### src/rtl/sram22_req_ctrl.sv
// Request/response front end for an sram22 single-port macro: valid/ready
// requests drive the macro pins, read data lands in a credit-guarded FIFO.
module sram22_req_ctrl #(
  parameter int DATA_WIDTH  = 8,
  parameter int ADDR_WIDTH  = 12,
  parameter int WMASK_WIDTH = 1,
  parameter int FIFO_DEPTH  = 3,
  parameter int INIT_EN     = 1
) (
  input  logic                   clk,
  input  logic                   rst,
  input  logic                   req_valid,
  output logic                   req_ready,
  input  logic                   req_we,
  input  logic [WMASK_WIDTH-1:0] req_wmask,
  input  logic [ADDR_WIDTH-1:0]  req_addr,
  input  logic [DATA_WIDTH-1:0]  req_wdata,
  output logic                   rsp_valid,
  input  logic                   rsp_ready,
  output logic [DATA_WIDTH-1:0]  rsp_rdata,
  output logic                   sram_we,
  output logic [WMASK_WIDTH-1:0] sram_wmask,
  output logic [ADDR_WIDTH-1:0]  sram_addr,
  output logic [DATA_WIDTH-1:0]  sram_din,
  input  logic [DATA_WIDTH-1:0]  sram_dout,
  output logic                   init_done
);

  localparam int PTR_W = (FIFO_DEPTH > 1) ? $clog2(FIFO_DEPTH) : 1;
  localparam int CNT_W = $clog2(FIFO_DEPTH + 1);

  typedef enum logic {
    StInit,
    StRun
  } state_e;

  localparam state_e RESET_STATE = (INIT_EN != 0) ? StInit : StRun;

  state_e                state_q, state_d;
  logic [ADDR_WIDTH-1:0] init_cnt_q, init_cnt_d;
  logic                  rd_pending_q, rd_pending_d;
  logic [PTR_W-1:0]      wr_ptr_q, wr_ptr_d;
  logic [PTR_W-1:0]      rd_ptr_q, rd_ptr_d;
  logic [CNT_W-1:0]      count_q, count_d;
  logic [DATA_WIDTH-1:0] fifo_mem_q [FIFO_DEPTH];

  logic                  fire;
  logic                  push;
  logic                  pop;
  logic [CNT_W:0]        credits_used;

  // A slot is reserved per in-flight read, so the FIFO can never overflow
  // and req_ready depends on registers only.
  always_comb begin
    credits_used = {1'b0, count_q} + {{CNT_W{1'b0}}, rd_pending_q};
    req_ready    = !rst && (state_q == StRun) &&
                   (credits_used < (CNT_W + 1)'(FIFO_DEPTH));
    fire         = req_valid && req_ready;
    rsp_valid    = (count_q != '0);
    rsp_rdata    = rsp_valid ? fifo_mem_q[rd_ptr_q] : '0;
    init_done    = (state_q == StRun);
    push         = rd_pending_q;
    pop          = rsp_valid && rsp_ready;
  end

  always_comb begin
    state_d      = state_q;
    init_cnt_d   = init_cnt_q;
    rd_pending_d = 1'b0;
    sram_we      = 1'b0;
    sram_wmask   = '0;
    sram_addr    = '0;
    sram_din     = '0;
    if (!rst) begin
      unique case (state_q)
        StInit: begin
          sram_we    = 1'b1;
          sram_wmask = '1;
          sram_addr  = init_cnt_q;
          init_cnt_d = init_cnt_q + ADDR_WIDTH'(1);
          if (init_cnt_q == '1) begin
            state_d = StRun;
          end
        end
        StRun: begin
          // Idle cycles fall through as a read of address 0, which is harmless.
          if (fire) begin
            sram_we    = req_we;
            sram_wmask = req_wmask;
            sram_addr  = req_addr;
            sram_din   = req_wdata;
          end
          rd_pending_d = fire && !req_we;
        end
        default: ;
      endcase
    end
  end

  always_comb begin
    wr_ptr_d = wr_ptr_q;
    rd_ptr_d = rd_ptr_q;
    count_d  = count_q;
    if (push) begin
      wr_ptr_d = (wr_ptr_q == PTR_W'(FIFO_DEPTH - 1)) ? '0 : wr_ptr_q + PTR_W'(1);
    end
    if (pop) begin
      rd_ptr_d = (rd_ptr_q == PTR_W'(FIFO_DEPTH - 1)) ? '0 : rd_ptr_q + PTR_W'(1);
    end
    unique case ({push, pop})
      2'b10:   count_d = count_q + CNT_W'(1);
      2'b01:   count_d = count_q - CNT_W'(1);
      default: count_d = count_q;
    endcase
  end

  always_ff @(posedge clk) begin
    if (rst) begin
      state_q      <= RESET_STATE;
      init_cnt_q   <= '0;
      rd_pending_q <= 1'b0;
      wr_ptr_q     <= '0;
      rd_ptr_q     <= '0;
      count_q      <= '0;
    end else begin
      state_q      <= state_d;
      init_cnt_q   <= init_cnt_d;
      rd_pending_q <= rd_pending_d;
      wr_ptr_q     <= wr_ptr_d;
      rd_ptr_q     <= rd_ptr_d;
      count_q      <= count_d;
    end
  end

  // Macro dout is only meaningful the cycle after a read fire.
  always_ff @(posedge clk) begin
    if (!rst && push) begin
      fifo_mem_q[wr_ptr_q] <= sram_dout;
    end
  end

endmodule

### config.mk
export PLATFORM = sky130hd
export DESIGN_NAME = sram22_req_ctrl
export DESIGN_NICKNAME = d
export VERILOG_FILES = /design/src/rtl/sram22_req_ctrl.sv
export SDC_FILE = /design/constraint.sdc
export NUM_CORES = 1
export LEC_CHECK = 0
export BUFFER_PORTS_ARGS = -buffer_cell sky130_fd_sc_hd__buf_2
export CORE_ASPECT_RATIO = 0.75
export CORE_MARGIN = 2
export CORE_UTILIZATION = 45
export DETAILED_ROUTE_END_ITERATION = 16
export PLACE_DENSITY = 0.81
export SLEW_MARGIN = 20
export SYNTH_ARGS = -nofsm -noshare
export SYNTH_HDL_FRONTEND = slang
export SYNTH_SLANG_ARGS = --single-unit
### constraint.sdc
create_clock -name clk -period 1.59 [get_ports clk]
set_input_delay 0.0795 -clock clk [delete_from_list [all_inputs] [get_ports clk]]
set_output_delay 0.0795 -clock clk [all_outputs]
set_load 0.01 [all_outputs]
## After elaboration in Yosys (flattened, before gate mapping)

Memories as Yosys holds them, arrays and structs flattened. A register that Yosys moved wholly into a read port is not among the register bits.
Index checks and enable logic that the tools add are counted.
W data, S select, Z words.

| storage, ports and cells | value |
|---|---|
| bits in registers | 20 |
| memory bits (writable) | 24 |
| input port bits | 34 |
| output and inout port bits | 33 |
| word-level logic and storage cells | 53 |
| memories kept | 1 |

| cells by class | value |
|---|---|
| add/sub/neg operators | 6 |
| $lt $le $gt $ge | 1 |
| equal/unequal tests | 5 |
| mux-type cells | 22 |
| bitwise operators | 1 |
| reductions and logical operators | 11 |

Memory list:

| memory | words | width | rd ports | clocked after memory_dff | write ports | line | RTL |
|---|---|---|---|---|---|---|---|
| fifo_mem_q | 3 | 8 | 1 | 1 | 1 | 45 | `logic [DATA_WIDTH-1:0] fifo_mem_q [FIFO_DEPTH];` |

Operator list:

| cell | number |
|---|---|
| $mux W8 | 4 |
| $mux W12 | 2 |
| $pmux W12 S2 | 1 |
| $add A12 B1 Y12 const B | 1 |
| $eq A12 B12 Y1 const B | 1 |
| $mux W1 | 8 |
| $mux W2 | 4 |
| $add A2 B1 Y2 const B | 3 |
| $eq A2 B2 Y1 const B | 3 |
| $logic_and A1 B1 Y1 | 6 |
| $pmux W1 S2 | 2 |
| $pmux W2 S2 | 1 |
| $reduce_bool A2 Y1 | 2 |
| $add A2 B1 Y3 | 1 |
| $lt A3 B2 Y1 const B | 1 |
| $eq A2 B1 Y1 const B | 1 |
| $logic_not A1 Y1 | 2 |
| $reduce_or A2 Y1 | 1 |
| $sub A2 B1 Y2 const B | 1 |
| $not A1 Y1 | 1 |

## Logic depth before layout (Yosys ltp)

Gate-level depths: netlist of run 1.

| depth | value |
|---|---|
| depth in word-level cells | 7 |
| gate-level depth with buffers | 7 |

## Worst setup path after synthesis of run 1

OpenSTA, ideal clock, no wires.

| timing | value |
|---|---|
| path kind | reg-to-output |
| from | register count_q[0] |
| to | output sram_addr[3] |
| data arrival time | 1.656 ns |
| required time | 1.510 ns |
| slack | -0.145 ns |
| cell stages (with the launch flop) | 8 |
| path buffers | 2 |
| cell sequence | dfxtp_1 ha_1 ha_1 a211oi_1 and3_1 buf_2 buf_2 a22o_1 |

| on the way | value |
|---|---|
| cells in the longest elaborated chain, start to end | 7 |

Ends and longest elaborated chain:

| element | line | RTL |
|---|---|---|
| start, declared | 44 | `logic [CNT_W-1:0] count_q, count_d;` |
| start signal, assigned | 131 | `count_q <= count_d;` |
| $add A2 B1 Y3 | 55 | `credits_used = {1'b0, count_q} + {{CNT_W{1'b0}}, rd_pending_q};` |
| $lt A3 B2 Y1 | 57 | `(credits_used < (CNT_W + 1)'(FIFO_DEPTH));` |
| $logic_and A1 B1 Y1 | 56 | `req_ready = !rst && (state_q == StRun) &&` |
| $logic_and A1 B1 Y1 | 58 | `fire = req_valid && req_ready;` |
| $mux W12 | 87 | `if (fire) begin` |
| $pmux W12 S2 | 75 | `unique case (state_q)` |
| $mux W12 | 74 | `if (!rst) begin` |
| end, declared | 23 | `output logic [ADDR_WIDTH-1:0] sram_addr,` |

No other way between the ends.

## Worst setup path after layout of run 1

| timing | value |
|---|---|
| from | register rd_pending_q (netlist: push) |
| to | output sram_addr[4] |

| on the way | value |
|---|---|
| cells in the longest elaborated chain, start to end | 7 |

Ends and longest elaborated chain:

| element | line | RTL |
|---|---|---|
| start, declared | 41 | `logic rd_pending_q, rd_pending_d;` |
| start signal, assigned | 128 | `rd_pending_q <= rd_pending_d;` |
| $add A2 B1 Y3 | 55 |  |
| $lt A3 B2 Y1 | 57 |  |
| $logic_and A1 B1 Y1 | 56 |  |
| $logic_and A1 B1 Y1 | 58 |  |
| $mux W12 | 87 |  |
| $pmux W12 S2 | 75 |  |
| $mux W12 | 74 |  |

No other way between the ends.

==> impl_metrics.env, run 1 <==
export IMPL_clk_pin_slew_worst_paths_ns=0.08
export IMPL_postRouteAntennaNets=0
export IMPL_hold_viol_final=0
export IMPL_ir_drop_mv=0.460
export IMPL_dp_cells=321
export IMPL_startpoint_type="flip-flop"
export IMPL_min_from="rst"
export IMPL_outcome="finished, violations left"
export IMPL_rr_startpoint="count_q[0]$_SDFFE_PP0P_"
export IMPL_ys_seq_elements=46
export IMPL_crit_type="reg -> out"
export IMPL_sw_frac_of_total_pct=21.7
export IMPL_dr_pass1_iters=4
export IMPL_fin_util_pct=66.9
export IMPL_grtUsageTotal_pct=19.5
export IMPL_power_leakage_nw=1.25
export IMPL_die_w_um=83.4
export IMPL_nNetsFinal=321
export IMPL_final_fill_count=329
export IMPL_start_util_pct=47.4
export IMPL_r2r_slack_ns=-0.01
export IMPL_grt_pass1_vias=1804
export IMPL_tightest_slew_ns=0.706
export IMPL_arrival_ns=1.91
export IMPL_grt_start_max_net_pins=16
export IMPL_yosysTopAreaCellShare_pct=33.9
export IMPL_antenna_cells=0
export IMPL_cp_max_fo=12
export IMPL_clkSinkCount=46
export IMPL_portBuffers=66
export IMPL_syn_nets=228
export IMPL_cts_tree="built"
export IMPL_finalCritPeriodShare_pct=125
export IMPL_drive_above_1_share_pct=45.4
export IMPL_cts_buffers=5
export IMPL_final_cells=341
export IMPL_hp_class="in -> reg"
export IMPL_fin_skew_ns=0.00760
export IMPL_report_final_slew_viol_count=0
export IMPL_p_sw_uw=455
export IMPL_power_share_clock_pct=33.2
export IMPL_end_kind="output port"
export IMPL_gp_congestion=0.786
export IMPL_finalSetupViolCount=24
export IMPL_cp_required_ns=1.51
export IMPL_drt_iter0_markers=136
export IMPL_syn_to_final_growth_pct=41.3
export IMPL_synthTopCellsByArea="edfxtp_1 34%, dfxtp_1 21%, mux2_2 5.3%, mux2i_1 4.2%, a22o_1 3.7%"
export IMPL_min_to="count_q[1]$_SDFFE_PP0P_"
export IMPL_fin_ws_ns=-0.400
export IMPL_p_per_area_mw_per_mm2=696
export IMPL_route_detailed_drc=0
export IMPL_syn_avg_cell_area_um2=11.2
export IMPL_reg2reg_depth=6
export IMPL_num_io_pins=67
export IMPL_max_freq_mhz=503
export IMPL_yosysSeqAreaShare_pct=54.6
export IMPL_multi_input_area_um2=977
export IMPL_drv_cap=0
export IMPL_cts_root_buf="clkbuf_8"
export IMPL_wl_per_cell_um=14.7
export IMPL_row_count=21
export IMPL_synth_area_mm2=0.00213
export IMPL_die_area_mm2=0.00530
export IMPL_num_vias=1777
export IMPL_finalPower_mw=2.09
export IMPL_ys_types=36
export IMPL_fin_area_mm2=0.00301
export IMPL_die_y_um=63.6
export IMPL_core_mm2=0.00449
export IMPL_seq_power_share_pct=60.3
export IMPL_rsz0062_at_grt="yes"
export IMPL_clock_latency_ns=0.30
export IMPL_viasPerCell=5.21
export IMPL_hold_depth=2
export IMPL_dpl_hpwl_um=3380
export IMPL_slew_headroom_pct=52.8
export IMPL_grt_first_pass_wirelength_um=8280
export IMPL_timing_rr_end="count_q[1]$_SDFFE_PP0P_"
export IMPL_wl_um=5010
export IMPL_antenna_found_initial=0
export IMPL_cts_htree_levels=2
export IMPL_syn_instance_count=190
export IMPL_violations="negative setup slack"
export IMPL_grt_ovfl_total=0
export IMPL_synth_largest_area_cell="edfxtp_1"
export IMPL_dpl_worst_slack_ns=-0.0844
export IMPL_p_comb_share_pct=6.6
export IMPL_cts_buffer_depth=2
export IMPL_fin_crit_ns=1.99
export IMPL_seq_area_mm2=0.00117
export IMPL_ys_warn_count=0
export IMPL_placed_area_mm2=0.00270
export IMPL_p_int_mw=1.64
synthesized netlist by cell type:
cell	n
edfxtp_1	24
dfxtp_1	22
nor2_1	19
a21oi_1	11
mux2_2	10
a22o_1	9
and2_1	9
mux2i_1	9
nand2_1	8
buf_2	6
inv_1	6
or4_1	5
ha_1	4
o31ai_1	4
or3_1	4
xor2_1	4
clkbuf_1	3
nand3b_1	3
nor2b_1	3
o21ai_0	3
a21o_1	2
a32o_1	2
buf_1	2
nand2b_1	2
nand3_1	2
nand4_1	2
nor3_1	2
xnor2_1	2
a211oi_1	1
and3_1	1
nand4_2	1
nand4b_1	1
nand4b_2	1
nor4_1	1
o21ai_1	1
o2bb2ai_1	1
worst max path at each step:
stage / startpoint / to / slack [ns] / cells after the start
2_1_floorplan: count_q[0]$_SDFFE_PP0P_ / sram_addr[3] / 0.01 / 7
3_3_place_gp: push$_SDFF_PP0_ / sram_addr[11] / -0.04 / 7
3_5_place_dp: push$_SDFF_PP0_ / sram_addr[1] / -0.08 / 7
4_1_cts: push$_SDFF_PP0_ / sram_addr[1] / -0.36 / 7
5_1_grt: push$_SDFF_PP0_ / sram_addr[11] / -0.49 / 7
6_report: push$_SDFF_PP0_ / sram_addr[4] / -0.40 / 7
placed cells by master (no fill, tap or decap), drive strengths merged, types with 5 or more instances in the layout:
cell type    instances
a22o                 9
or4                  5
inv                  6
clkbuf               5
nand2                8
buf                 88
and2                 9
nor2                19
mux2i                9
a21oi               11
dlygate4sd3          9
mux2                10
edfxtp              24
dfxtp               22
registers in the layout (all words and copies together) (netlist names), named ones only:
name	count
count_q	2
fifo_mem_q	24
init_cnt_q	12
init_done	1
push	1
rd_ptr_q	2
wr_ptr_q	2
power by group through the flow:
stage | registers (mW) | clock network (mW) | logic [mW]
after floorplan | 1.29 | 0 | 0.0407
after global placement | 1.29 | 0 | 0.107
after detailed placement | 1.29 | 0 | 0.111
after CTS | 1.26 | 0.702 | 0.134
after global routing | 1.26 | 0.755 | 0.150
final | 1.26 | 0.694 | 0.137
per-layer routing:
metal	part of all wire (%)	wire length, um	global-route usage, %
met1	44	2200	23.9
met2	52	2620	34.4
met3	2.5	127	3.54
met4	1.2	60	7.46
met5	0	0	0
cell families after synthesis:
logic type / after synthesis / share of synthesized area (%)
compound gates: 34 / 11.1
xor+xnor: 6 / 2.47
mux: 19 / 9.52
fa+ha+maj: 4 / 2.35
flops: 46 / 54.6
simple gates: 64 / 16.7
buf+inv: 17 / 3.35
worst max-delay path: stages, from the launching register on:
cell	delay (ns)
dfxtp_2	0.34
ha_4	0.16
ha_4	0.24
a211oi_4	0.21
and3_4	0.27
buf_12	0.14
a22o_1	0.13
buf_2	0.13
metrics by stage:
| step | TNS (ns) | hold WS (ns) |
|---|---|---|
| finish | -8.47 | 0.0834 |
| global route | -10.35 | 0.0854 |
| CTS | -7.50 | 0.0577 |
| detailed placement | -1.57 | 0.262 |
| global placement | -0.576 | 0.263 |
| floorplan | 0 | 0.144 |
final cells by class:
type | instances | share of cell area, %
clock inverters | 3 | 0.707
repair buffers | 97 | 22.6
clock buffers | 5 | 2.29
well taps | 57 | 2.37
flip-flops and latches | 46 | 38.8
inverters | 6 | 0.749
multi-input cells | 127 | 32.5
what timing repair did:
| action | 4_1_cts | 5_1_grt |
|---|---|---|
| pin swaps | 3 | 1 |
| endpoints found under the hold margin | 25 | 0 |
| cloned | 1 | 0 |
| endpoints found under the setup margin | 32 | 28 |
| gates resized for setup | 15 | 5 |
| setup buffers | 5 | 0 |
| hold buffers | 9 | 0 |
(Power assumes the default switching activity.)
==> run 2: changes to the inputs <==
--- a/config.mk
+++ b/config.mk
@@ -5,12 +5,14 @@
 export SDC_FILE = /design/constraint.sdc
 export NUM_CORES = 1
 export LEC_CHECK = 0
+export ABC_AREA = 1
 export BUFFER_PORTS_ARGS = -buffer_cell sky130_fd_sc_hd__buf_2
 export CORE_ASPECT_RATIO = 0.75
 export CORE_MARGIN = 2
 export CORE_UTILIZATION = 45
 export DETAILED_ROUTE_END_ITERATION = 16
-export PLACE_DENSITY = 0.81
+export PLACE_DENSITY = 0.79
+export REMOVE_ABC_BUFFERS = 1
 export SLEW_MARGIN = 20
 export SYNTH_ARGS = -nofsm -noshare
 export SYNTH_HDL_FRONTEND = slang
==> run 2 against run 1 <==
  * Critical path type unchanged
  * Total power grew 9.0%
  * Clock power grew 27%
  * Count of clock-buffer cells in the layout is the same
  * The run still ends with negative setup slack left
  * Non-clock buffer count shrank 5
  * Die area grew 9.8%
  * Sequential power is essentially flat
==> impl_metrics.env, run 2 <==
export IMPL_cts_tree="built"
export IMPL_cts_buffers=5
export IMPL_slew_headroom_pct=69.3
export IMPL_nNetsFinal=424
export IMPL_ys_warn_count=0
export IMPL_yosysSeqAreaShare_pct=49.4
export IMPL_syn_to_final_growth_pct=36.3
export IMPL_syn_avg_cell_area_um2=7.99
export IMPL_fin_skew_ns=0.00430
export IMPL_fin_area_mm2=0.00320
export IMPL_final_cells=447
export IMPL_cp_required_ns=1.51
export IMPL_synth_most_common_cell="inv_1"
export IMPL_route_detailed_drc=0
export IMPL_portBuffers=66
export IMPL_clk_pin_slew_worst_paths_ns=0.09
export IMPL_fin_crit_ns=1.98
export IMPL_dp_cells=421
export IMPL_postRouteAntennaNets=0
export IMPL_die_w_um=87.4
export IMPL_slowest_stage="dfxtp_2"
export IMPL_synth_common_cells="54 x inv_1, 50 x nand2_1, 38 x nor2_1"
export IMPL_worstPathCellList="ha_4 > ha_4 > nand2_4 > nand2_8 > nor2_4 > buf_6 > nand3_2 > a21oi_2 > buf_2"
export IMPL_startpoint_type="flip-flop"
export IMPL_drt_iter0_markers=279
export IMPL_core_mm2=0.00495
export IMPL_rsz0062_at_grt="yes"
export IMPL_power_leakage_nw=1.49
export IMPL_cts_htree_levels=2
export IMPL_yosysTopAreaCellShare_pct=30.7
export IMPL_tightest_slew_ns=0.460
export IMPL_cp_top_family="adder cells"
export IMPL_top_register="fifo_mem_q"
export IMPL_p_per_area_mw_per_mm2=713
export IMPL_antenna_cells=0
export IMPL_violations="negative setup slack"
export IMPL_synth_area_mm2=0.00235
export IMPL_hold_viol_final=0
export IMPL_synth_edff_count=24
export IMPL_ys_types=25
export IMPL_ir_drop_mv=0.483
export IMPL_hold_depth=4
export IMPL_ys_seq_elements=46
export IMPL_fin_ws_ns=-0.394
export IMPL_largest_registers="fifo_mem_q x24, init_cnt_q x12"
export IMPL_report_final_slew_viol_count=0
export IMPL_start_util_pct=47.4
export IMPL_drive_above_1_share_pct=33.3
export IMPL_dr_pass1_iters=5
export IMPL_largest_reg_flops=24
export IMPL_cpMostUsedCell="ha_4"
export IMPL_die_y_um=66.6
export IMPL_critPathBufInv=2
export IMPL_grt_first_pass_wirelength_um=9030
export IMPL_dpl_hpwl_um=3650
export IMPL_async_flop_share_pct=0
export IMPL_grtUsageTotal_pct=20.2
export IMPL_crit_type="reg -> out"
export IMPL_crit_path_max_incr_delay_ns=0.35
export IMPL_fin_util_pct=64.6
export IMPL_clock_latency_ns=0.30
export IMPL_clkSinkCount=46
export IMPL_placed_area_mm2=0.00276
export IMPL_gp_congestion=0.813
export IMPL_antenna_found_initial=0
export IMPL_end_kind="output port"
export IMPL_wl_um=6380
export IMPL_drv_cap=0
export IMPL_arrival_ns=1.90
export IMPL_synth_largest_area_cell="edfxtp_1"
export IMPL_finalSetupViolCount=23
export IMPL_max_freq_mhz=504
export IMPL_finalCritPeriodShare_pct=125
export IMPL_grt_start_max_net_pins=19
export IMPL_final_fill_count=386
export IMPL_reg2reg_depth=9
export IMPL_synth_flop_cell="edfxtp_1"
export IMPL_die_area_mm2=0.00582
export IMPL_cp_depth=9
export IMPL_num_vias=2382
export IMPL_layout_commonest_cell="buf_2"
export IMPL_grt_ovfl_total=0
export IMPL_row_count=22
export IMPL_syn_instance_count=294
export IMPL_wl_per_cell_um=14.3
export IMPL_num_io_pins=67
export IMPL_cp_max_fo=4
export IMPL_synthTopCellsByArea="edfxtp_1 31%, dfxtp_1 19%, inv_1 8.6%, nand2_1 8.0%, a21oi_1 6.2%"
export IMPL_outcome="finished, violations left"
export IMPL_viasPerCell=5.33
export IMPL_hp_class="in -> reg"
export IMPL_cts_buffer_depth=2
export IMPL_cts_root_buf="clkbuf_8"
export IMPL_grt_pass1_vias=2083
export IMPL_layout_common_cells="65 x buf_2, 54 x inv_1, 48 x nand2_1, 33 x nor2_1, 25 x o21ai_0"
## run 2: cell types whose count changed after synthesis, moves of 5 or more
| cell | before | now |
|---|---|---|
| nand2_1 | 8 | 50 |
| a21oi_1 | 11 | 29 |
| mux2_2 | 10 | 0 |
| mux2i_1 | 9 | 0 |
| inv_1 | 6 | 54 |
| a22o_1 | 9 | 0 |
| nor2_1 | 19 | 38 |
| o21ai_0 | 3 | 25 |
| and2_1 | 9 | 0 |
| nand3_1 | 2 | 18 |
| or4_1 | 5 | 0 |
## run 2: logic make-up (layout without fill, tap and decap cells)
logic type,Yosys count,after routing,synth area share [%]
simple gates,120,123,22.8
buf+inv,65,155,12.3
compound gates,59,59,13.3
flops,46,46,49.4
fa+ha+maj,4,4,2.13
## run 2: what timing repair did
item,in CTS,in global routing
hold endpoints to repair,25,0
hold buffers,9,0
setup endpoints to repair,23,31
setup buffers,4,3
gates cloned,1,2
pin swaps,8,9
gates resized for setup,20,17
## run 2: metal layers
metal  up-vias  part of all wire, %  track usage (%)  wire length, um
met5         -                    0                0                0
met4         0                  4.0             9.62              257
met3        29                  7.4             3.22              469
li1       1135                    -                -                -
met1      1101                   38             24.0             2420
met2       117                   51             35.6             3230
## run 2: worst paths after layout
check	slack [ns]	from	end
setup / recovery	-0.39	count_q[0]$_SDFFE_PP0P_	sram_addr[10]
hold / removal	0.12	rst	init_cnt_q[9]$_SDFFE_PP0N_
setup reg to reg	0.06	count_q[0]$_SDFFE_PP0P_	count_q[1]$_SDFFE_PP0P_
hold reg to reg	0.51	init_cnt_q[6]$_SDFFE_PP0N_	init_cnt_q[6]$_SDFFE_PP0N_
## run 2: worst reg2reg max path, delay by kind of cell (launching register included)
kind / cells / cell delay (ns)
adder cells (fa/ha/maj): 1 / 0.27
buffers and inverters: 2 / 0.23
AO/OA/AOI/OAI: 2 / 0.20
AND/OR/NAND/NOR: 4 / 0.42
flip-flops: 1 / 0.36
## run 2: area by class of cell
type | count | area (um2) | share of cell area (%)
clock inverters | 3 | 43.8 | 1.37
repair buffers | 92 | 586 | 18.3
clock buffers | 5 | 68.8 | 2.15
flip-flops and latches | 46 | 1160 | 36.4
well taps | 60 | 75.1 | 2.35
multi-input cells | 186 | 1050 | 32.8
inverters | 55 | 211 | 6.61
## run 2: through the flow
step / hold WS [ns] / worst slack, ns / TNS (ns) / total power, mW
2_1_floorplan: 0.149 / 0.0112 / 0 / 1.32
3_3_place_gp: 0.274 / -0.0139 / -0.0935 / 1.39
3_5_place_dp: 0.270 / -0.0950 / -1.07 / 1.40
4_1_cts: 0.113 / -0.264 / -5.09 / 2.28
5_1_grt: 0.142 / -0.440 / -8.98 / 2.36
6_report: 0.122 / -0.394 / -7.41 / 2.28
## run 2: where the power goes
part	internal, mW	total, mW	switching [mW]
clock network	0.471	0.880	0.409
logic	0.0644	0.140	0.0758
registers	1.25	1.26	0.00911
total	1.79	2.28	0.494
==> run 3: changes to the inputs <==
--- a/config.mk
+++ b/config.mk
@@ -11,7 +11,7 @@
 export CORE_MARGIN = 2
 export CORE_UTILIZATION = 45
 export DETAILED_ROUTE_END_ITERATION = 16
-export PLACE_DENSITY = 0.79
+export PLACE_DENSITY = 0.77
 export REMOVE_ABC_BUFFERS = 1
 export SLEW_MARGIN = 20
 export SYNTH_ARGS = -nofsm -noshare
==> constraint.sdc (replaced) <==
create_clock -name clk -period 1.9 [get_ports clk]
set_input_delay 0.095 -clock clk [delete_from_list [all_inputs] [get_ports clk]]
set_output_delay 0.095 -clock clk [all_outputs]
set_load 0.01 [all_outputs]
==> run 3 against run 2 <==
  * Total power down 24%
  * The run still ends with negative setup slack left
  * Clock power down 36%
  * Sequential power down 17%
  * Count of clock-buffer cells in the layout up 1
==> impl_metrics.env, run 3 (synthesis results as in run 2) <==
export IMPL_outcome="finished, violations left"
export IMPL_violations="negative setup slack"
export IMPL_finalSetupViolCount=6
export IMPL_largest_registers="fifo_mem_q x24, init_cnt_q x12"
export IMPL_cts_tree="built"
export IMPL_dr_pass1_iters=4
export IMPL_clk_pin_slew_worst_paths_ns=0.08
export IMPL_antenna_cells=0
export IMPL_drive_above_1_share_pct=30.6
export IMPL_dpl_hpwl_um=3600
export IMPL_hold_viol_final=0
export IMPL_die_w_um=87.4
export IMPL_gp_congestion=0.760
export IMPL_row_count=22
export IMPL_final_cells=439
export IMPL_die_area_mm2=0.00582
export IMPL_cp_max_fo=3
export IMPL_grtUsageTotal_pct=19.3
export IMPL_viasPerCell=4.93
export IMPL_wl_per_cell_um=12.3
export IMPL_wl_um=5390
export IMPL_grt_first_pass_wirelength_um=8790
export IMPL_cp_required_ns=1.80
export IMPL_dpl_worst_slack_ns=0.134
export IMPL_drt_iter0_markers=126
export IMPL_fin_skew_ns=0.00857
export IMPL_fin_area_mm2=0.00308
export IMPL_setup_tns_ns=-0.122
export IMPL_critPathBufInv=2
export IMPL_layout_common_cells="66 x buf_2, 53 x inv_1, 48 x nand2_1, 38 x nor2_1, 25 x o21ai_0"
export IMPL_tightest_slew_ns=0.594
export IMPL_num_io_pins=67
export IMPL_antenna_found_initial=0
export IMPL_crit_type="reg -> out"
export IMPL_num_vias=2164
export IMPL_clkSinkCount=46
export IMPL_syn_to_final_growth_pct=31.1
export IMPL_dp_cells=416
export IMPL_die_y_um=66.6
export IMPL_grt_pass1_vias=2034
export IMPL_p_per_area_mw_per_mm2=560
export IMPL_route_detailed_drc=0
export IMPL_cts_htree_levels=2
export IMPL_cts_root_buf="clkbuf_8"
export IMPL_report_final_slew_viol_count=0
export IMPL_cp_top_family="simple AND/OR/NAND/NOR gates"
export IMPL_fin_ws_ns=-0.0910
export IMPL_max_freq_mhz=502
export IMPL_largest_reg_flops=24
export IMPL_portBuffers=66
export IMPL_slew_headroom_pct=60.4
export IMPL_finalCritPeriodShare_pct=105
export IMPL_postRouteAntennaNets=0
export IMPL_start_util_pct=47.4
export IMPL_arrival_ns=1.90
export IMPL_worstPathCellList="ha_4 > ha_4 > nand2_4 > nand2_8 > nor2_4 > buf_6 > nand3_4 > a21oi_2 > buf_2"
export IMPL_clock_latency_ns=0.29
export IMPL_power_leakage_nw=1.44
export IMPL_layout_commonest_cell="buf_2"
export IMPL_cpMostUsedCell="ha_4"
export IMPL_startpoint_type="flip-flop"
export IMPL_end_kind="output port"
export IMPL_finalPower_mw=1.73
export IMPL_core_mm2=0.00495
export IMPL_cts_buffers=5
export IMPL_drv_cap=0
export IMPL_ir_drop_mv=0.330
export IMPL_nNetsFinal=416
export IMPL_grt_ovfl_total=0
export IMPL_rsz0062_at_grt="yes"
export IMPL_placed_area_mm2=0.00272
export IMPL_hp_class="in -> reg"
export IMPL_cts_buffer_depth=2
export IMPL_top_register="fifo_mem_q"
export IMPL_slowest_stage="dfxtp_4"
export IMPL_crit_path_max_incr_delay_ns=0.36
export IMPL_grt_start_max_net_pins=22
export IMPL_fin_crit_ns=1.99
## run 3: cell types whose count changed in the layout (fill, tap and decap cells not counted), sizes merged
cell,before,now
inv,56,55
clkinv,1,2
nor2,43,42
nand2,53,52
bufinv,1,0
buf,83,77
clkbuf,5,6
## run 3: metrics by stage
| step | util, % | hold WS [ns] |
|---|---|---|
| 2_1_floorplan | - | 0.164 |
| 3_3_place_gp | 54.9 | 0.286 |
| 3_5_place_dp | 54.9 | 0.288 |
| 4_1_cts | 60.4 | 0.000592 |
| 5_1_grt | 62.1 | 0.160 |
| 6_report | 62.1 | 0.148 |
## run 3: power breakdown
part           internal [mW]  total, mW  leakage [nW]  switching [mW]
Combinational         0.0535      0.112         0.998          0.0588
Sequential              1.04       1.05         0.395         0.00796
Clock                  0.255      0.560        0.0450           0.305
Total                   1.35       1.73          1.44           0.372
## run 3: tightest hold or removal path: cells and delay by family
kind,cells,cell delay [ns]
and+or+nand+nor,2,0.10
buffers and inverters,2,0.20
## run 3: final cells by class
type,instances,area [um2]
timing repair buffer,86,514
clock buffer,6,72.6
fill,431,1880
inverter,55,211
tap,60,75.1
multi-input combinational,184,1030
sequential,46,1170
clock inverter,2,10.0
## run 3: path summary, 6_finish.rpt
check | start | endpoint | slack (ns) | depth (start not counted)
worst min register to register | init_cnt_q[6]$_SDFFE_PP0N_ | init_cnt_q[6]$_SDFFE_PP0N_ | 0.50 | 2
worst max-delay path | count_q[0]$_SDFFE_PP0P_ | sram_addr[11] | -0.09 | 9
worst min-delay path | rst | init_cnt_q[2]$_SDFFE_PP0N_ | 0.15 | 4
worst max register to register | count_q[0]$_SDFFE_PP0P_ | count_q[1]$_SDFFE_PP0P_ | 0.25 | 9
## run 3: metal layers
layer,global-route usage (%),part of all wire [%],vias up
li1,-,-,1114
met1,24.0,45,1000
met2,32.1,50,35
met3,4.46,3.3,15
met4,8.85,2.6,0
met5,0,0,-
## run 3: what timing repair did
action / CTS / global route
endpoints found under the setup margin: 22 / 20
gates resized for setup: 20 / 11
pin swaps: 8 / 9
hold buffers: 6 / 3
hold endpoints to repair: 14 / 9
setup buffers: 4 / 1
gates cloned: 1 / 0
